==> src/rtl/regfile_wb_arbiter.sv <==
// Shares the register-file write port between the in-order WB stage (A) and a
// multi-cycle unit (B): fixed A priority, with B forced ahead after STARVE_LIMIT waits.
module regfile_wb_arbiter #(
  parameter int DATA_W       = 32,
  parameter int ADDR_W       = 5,
  parameter int STARVE_LIMIT = 4,
  parameter int CNT_W        = 16
) (
  input  logic              clk,
  input  logic              rst,
  input  logic              a_valid,
  input  logic [ADDR_W-1:0] a_addr,
  input  logic [DATA_W-1:0] a_data,
  output logic              a_ready,
  input  logic              b_valid,
  input  logic [ADDR_W-1:0] b_addr,
  input  logic [DATA_W-1:0] b_data,
  output logic              b_ready,
  output logic              rf_we,
  output logic [ADDR_W-1:0] rf_waddr,
  output logic [DATA_W-1:0] rf_wdata,
  output logic              force_b,
  output logic [CNT_W-1:0]  conflict_cnt
);

  localparam logic [3:0] LIMIT = 4'(STARVE_LIMIT);

  logic [3:0]        starve_q, starve_d;
  logic [CNT_W-1:0]  conflict_q, conflict_d;
  logic              rf_we_q, rf_we_d;
  logic [ADDR_W-1:0] rf_waddr_q, rf_waddr_d;
  logic [DATA_W-1:0] rf_wdata_q, rf_wdata_d;
  logic              grant_a, grant_b;

  function automatic logic [3:0] sat_inc_starve(input logic [3:0] v);
    return (v == LIMIT) ? v : v + 4'd1;
  endfunction

  function automatic logic [CNT_W-1:0] sat_inc_cnt(input logic [CNT_W-1:0] v);
    return (&v) ? v : v + CNT_W'(1);
  endfunction

  always_comb begin
    force_b = (starve_q == LIMIT);
    a_ready = !(b_valid && force_b);
    b_ready = !a_valid || force_b;
    grant_a = a_valid && a_ready;
    grant_b = b_valid && b_ready;
  end

  always_comb begin
    rf_we_d    = 1'b0;
    rf_waddr_d = rf_waddr_q;
    rf_wdata_d = rf_wdata_q;
    // Writes to r0 are accepted from the requester but never reach the file.
    if (grant_b) begin
      if (b_addr != '0) begin
        rf_we_d    = 1'b1;
        rf_waddr_d = b_addr;
        rf_wdata_d = b_data;
      end
    end else if (grant_a) begin
      if (a_addr != '0) begin
        rf_we_d    = 1'b1;
        rf_waddr_d = a_addr;
        rf_wdata_d = a_data;
      end
    end

    if (grant_b)      starve_d = 4'd0;
    else if (b_valid) starve_d = sat_inc_starve(starve_q);
    else              starve_d = 4'd0;

    conflict_d = (a_valid && b_valid) ? sat_inc_cnt(conflict_q) : conflict_q;
  end

  always_ff @(posedge clk) begin
    if (rst) begin
      rf_we_q    <= 1'b0;
      rf_waddr_q <= '0;
      rf_wdata_q <= '0;
      starve_q   <= 4'd0;
      conflict_q <= '0;
    end else begin
      rf_we_q    <= rf_we_d;
      rf_waddr_q <= rf_waddr_d;
      rf_wdata_q <= rf_wdata_d;
      starve_q   <= starve_d;
      conflict_q <= conflict_d;
    end
  end

  assign rf_we        = rf_we_q;
  assign rf_waddr     = rf_waddr_q;
  assign rf_wdata     = rf_wdata_q;
  assign conflict_cnt = conflict_q;

endmodule

==> config.mk <==
export PLATFORM = sky130hd
export DESIGN_NAME = regfile_wb_arbiter
export DESIGN_NICKNAME = d
export VERILOG_FILES = /design/src/rtl/regfile_wb_arbiter.sv
export SDC_FILE = /design/constraint.sdc
export NUM_CORES = 1
export LEC_CHECK = 0
export CAP_MARGIN = 10
export CORE_MARGIN = 1.5
export CORE_UTILIZATION = 41
export DETAILED_ROUTE_END_ITERATION = 16
export PLACE_DENSITY_LB_ADDON = 0.05
export SYNTH_ARGS = -nofsm -noshare
export SYNTH_HDL_FRONTEND = slang
export SYNTH_SLANG_ARGS = --single-unit
==> constraint.sdc <==
create_clock -name clk -period 5.3 [get_ports clk]
set_clock_uncertainty 0.05 [all_clocks]
set_input_delay 0.53 -clock clk [delete_from_list [all_inputs] [get_ports clk]]
set_output_delay 0.53 -clock clk [all_outputs]
set_load 0.005 [all_outputs]
-- Yosys cells after proc, flatten, opt, wreduce, memory -nomap -nowiden
Index checks and enable logic that the tools add are counted.
- input port bits: 78
- output and inout port bits: 57
- register bits: 58
- equal/unequal tests: 2
- reduce and logical (&&, ||, !) cells: 15
- multiplexer cells: 12
- add/subtract/negate cells: 2
- bitwise gates (word level): 2
- operators by type and width (operator ; count):
    $mux 32 ; 4
    $mux 5 ; 4
    $add 16x1->16 const B ; 1
    $reduce_and 16->1 ; 1
    $reduce_bool 5->1 ; 2
    $add 4x1->4 const B ; 1
    $eq 4x3->1 const B ; 1
    $logic_and 1x1->1 ; 4
    $mux 1 ; 4
    $reduce_bool 2->1 ; 2
    $reduce_and 3->1 ; 1
    $reduce_or 3->1 ; 1
    $logic_not 1->1 ; 2
    $ne 2x1->1 const B ; 1
    $not 1->1 ; 2
    $reduce_and 2->1 ; 1
    $logic_or 1x1->1 ; 1

-- Longest topological paths before layout
- depth after elaboration: 6
- mapped depth: 8
- depth with buffers taken out: 6

-- Worst setup path before layout
No wires, ideal clock.
- path kind: input to register
- from: input a_addr[2]
- to: register rf_waddr_q[2] (netlist: rf_waddr[2])
- setup slack: 3.221 ns
- arrival: 1.934 ns
- cell stages on the path: 6
- data required time: 5.155 ns
- buffers on the path: 2
- cells stage by stage: or4_1 o211a_1 a21o_1 buf_6 buf_2 a221oi_1
- word-level cells in the longest chain between the ends: 3
- RTL lines (item ; RTL line ; source):
    start, declared ; 12 ; input logic [ADDR_W-1:0] a_addr,
    $reduce_bool 5->1 or $mux 5 (tied branches) ; 63 ; if (a_addr != '0) begin
    $reduce_bool 2->1 (no line) or $mux 5 (tied branches) ; -- ;
    $reduce_and 3->1 (no line) or $mux 5 (tied branches) ; -- ;
    end signal, assigned ; 86 ; rf_waddr_q <= rf_waddr_d;
    end, declared ; 31 ; logic [ADDR_W-1:0] rf_waddr_q, rf_waddr_d;
Several ways; a longest one is shown, not always the timed one. The select of a mux whose other input is x is not followed.
A chain may end at the register's enable or synchronous reset.

-- Worst setup path after layout
- from: input b_valid
- to: register rf_wdata_q[27] (netlist: rf_wdata[27])
- word-level cells in the longest chain between the ends: 5
- RTL lines (item ; RTL line ; source):
    start, declared ; 15 ; input logic b_valid,
    $logic_and 1x1->1 ; 45 ; a_ready = !(b_valid && force_b);
    $logic_not 1->1 ; 45 ;
    $logic_and 1x1->1 ; 47 ; grant_a = a_valid && a_ready;
    $reduce_bool 2->1 (no line) ; -- ;
    $reduce_and 3->1 (no line) ; -- ;
    end signal, assigned ; 87 ; rf_wdata_q <= rf_wdata_d;
    end, declared ; 32 ; logic [DATA_W-1:0] rf_wdata_q, rf_wdata_d;
Several ways; a longest one is shown, not always the timed one.

==> flow_summary.toml <==
[outcome]
status = "finished with violations"
failed_checks = "design-rule violations"

[power_and_ir_drop]
irDropWorstVdd_mv = 0.162
p_leak_nw = 1.59
powerDensity_nw_per_um2 = 267
power_frac_seq_pct = 41.0
clkPwrFrac_pct = 41.3
switching_power_mw = 0.263
swShare_pct = 22.6
share_comb_of_total_power_pct = 17.7
p_int_mw = 0.901

[critical_path]
criticalPathCategory = "input port to flop"
end_kind = "flop"
reg2reg_slack_ps = 2110
cp_max_fo = 38
crit_arrival_ps = 3450
start_kind = "input port"
required_ps = 5390

[grt]
grt_pass1_wl_um = 12800
grt_overflow = 0
grt_pass1_vias = 2712
grt_usage_pct = 22.2
antenna_found_initial = 0
grt_max_degree = 61

[cts]
post_cts_buffers = 0
cts-resized-gates = 0
worstSkewPairLatency_ps = 330
ctsHoldBuffers = 0
clk_pin_slew_worst_paths_ps = 70
cts_made_buffers = 9
htree_levels = 3
cts_sinks = 58
cts_buffer_depth = 2
cts_tree = "built"
root_buffer = "clkbuf_8"

[logic_synthesis]
synth_edf_count = 0
netlist.area_leader.share_pct = 41.9
synth_cell_type_count = 39
ys_seq_area_share_pct = 41.9
synth_nets = 379
ys_seq_elements = 58
avgSynthCellArea_um2 = 9.30
synth_most_common_cell = "dfxtp_1"
netlist_instances = 298
synth_area_leader_cell = "dfxtp_1"
ys.flop_type = "dfxtp_1"
syn-cell-area_um2 = 2770
yosysWarningCount = 0
synthArstFlopShare_pct = 0
synthTopCellsByArea = "dfxtp_1 42%, mux2i_1 13%, a221oi_1 12%, nor2_1 6.5%, clkbuf_1 2.0%"
synthTopCellsByCount = "58 x dfxtp_1, 48 x nor2_1, 37 x a221oi_1, 37 x mux2i_1, 15 x clkbuf_1"

[cells_and_area]
area_delta_synth_final_pct = 57.3
n_antenna_cell = 0
nets = 503
drive_gt1_share_pct = 7.03
final_cells = 504
nFillCells = 561

[drt]
drc = 3
drt_wl_total_um = 7640
num_vias = 2797
viasPerCell = 5.55
postRouteAntennaNets = 0
first_pass_iters = 10
drtIter0Drc = 104
wl_per_cell_um = 15.2

[sta]
grt_setup_unrepaired = "no"
max_slew_margin_pct = 20.0
fin_crit_ps = 3360
setup_tns_ps = 0
clock.fmax_mhz = 298
worst_pin_slew_ps = 1200
setup_viol = 0
slew_violations = 0
timing.final.crit_share_pct = 63.3
hold_viol = 0

[placement]
place_congestion = 0.759
placedCellCount = 488
dpl.hpwl_um = 5310
port_buffers = 134

[floorplanning]
initial_core_util_pct = 42.9
core_um2 = 6460
fp.dieW_um = 85.2
io_pins = 135
die_area_um2 = 7270
num_rows = 29
fp.dieH_um = 85.2

[run]
max_cap_violations = 0

[hold_path]
hold_path_class = "flop to flop"
[registers in the layout (all words and copies together) (netlist names)]
signal / count
rf_wdata: 32
rf_waddr: 5
starve_q: 4
rf_we: 1
conflict_cnt: 16
[routing by layer]
metal	share of wire, %	global-route usage [%]	vias up	routed length (um)
li1	-	-	1380	-
met1	43	28.1	1320	3300
met2	49	35.3	91	3750
met3	6.6	8.56	6	503
met4	1.2	6.41	0	91
met5	0	0	-	0
[worst max-delay path, stage by stage]
cell and delay [ps]:
clkdlybuf4s50_1 540, nand4b_1 190, o211a_1 970, a21o_1 960, a221oi_1 260
[layout make-up]
type	count	area, um^2	area share, %
timing repair buffer	137	1360	31.2
clock inverter	6	105	2.41
clock buffer	10	128	2.93
multi-input combinational	212	1500	34.3
inverter	4	15.0	0.344
tap	77	96.3	2.21
sequential	58	1160	26.6
[cell usage in the layout (no fill, tap or decap), types with 6 or more instances in the layout]
master,count
nand3_1,9
mux2i_1,37
nor2b_1,6
a21oi_1,8
o21ai_0,6
or3_1,6
nor2_1,48
dfxtp_1,58
a221oi_1,37
or4_1,6
clkbuf_8,9
clkdlybuf4s50_1,133
[power groups by stage]
stage          sequential, mW  clock [mW]  combinational (mW)
5_1_grt                 0.480       0.511               0.225
2_1_floorplan           0.488           0              0.0772
3_3_place_gp            0.486           0               0.204
6_report                0.477       0.481               0.207
3_5_place_dp            0.487           0               0.207
4_1_cts                 0.477       0.488               0.208
[stage by stage]
step           setup slack [ps]  utilization [%]  total power [mW]  cell area, um^2  hold WS [ps]
6_report                   1940             67.5              1.16             4360           426
5_1_grt                    1680             67.5              1.22             4360           464
2_1_floorplan              3220                -             0.565             2770           380
4_1_cts                    1950             67.5              1.17             4360           436
3_3_place_gp               1720             63.9             0.690             4130           394
3_5_place_dp               1600             63.9             0.694             4130           421
[logic make-up (layout without fill, tap and decap cells)]
kind of cell,after synthesis,after routing,share of synthesized area [%]
AND/OR/NAND/NOR,100,100,17.8
AO/OA/AOI/OAI,65,65,18.4
flip-flops,58,58,41.9
multiplexers,42,42,15.4
buffers and inverters,28,157,4.51
adder cells (fa/ha/maj),3,3,1.35
XOR/XNOR,2,2,0.632
[final timing paths]
| kind | start | endpoint | depth (start not counted) |
|---|---|---|---|
| max reg2reg | starve_q[0] | rf_wdata[27] | 6 |
| max | b_valid | rf_wdata[27] | 5 |
| min | starve_q[0] | starve_q[0] | 1 |
| min reg2reg | starve_q[0] | starve_q[0] | 1 |
No activity file was read; power rests on OpenSTA's default activity.
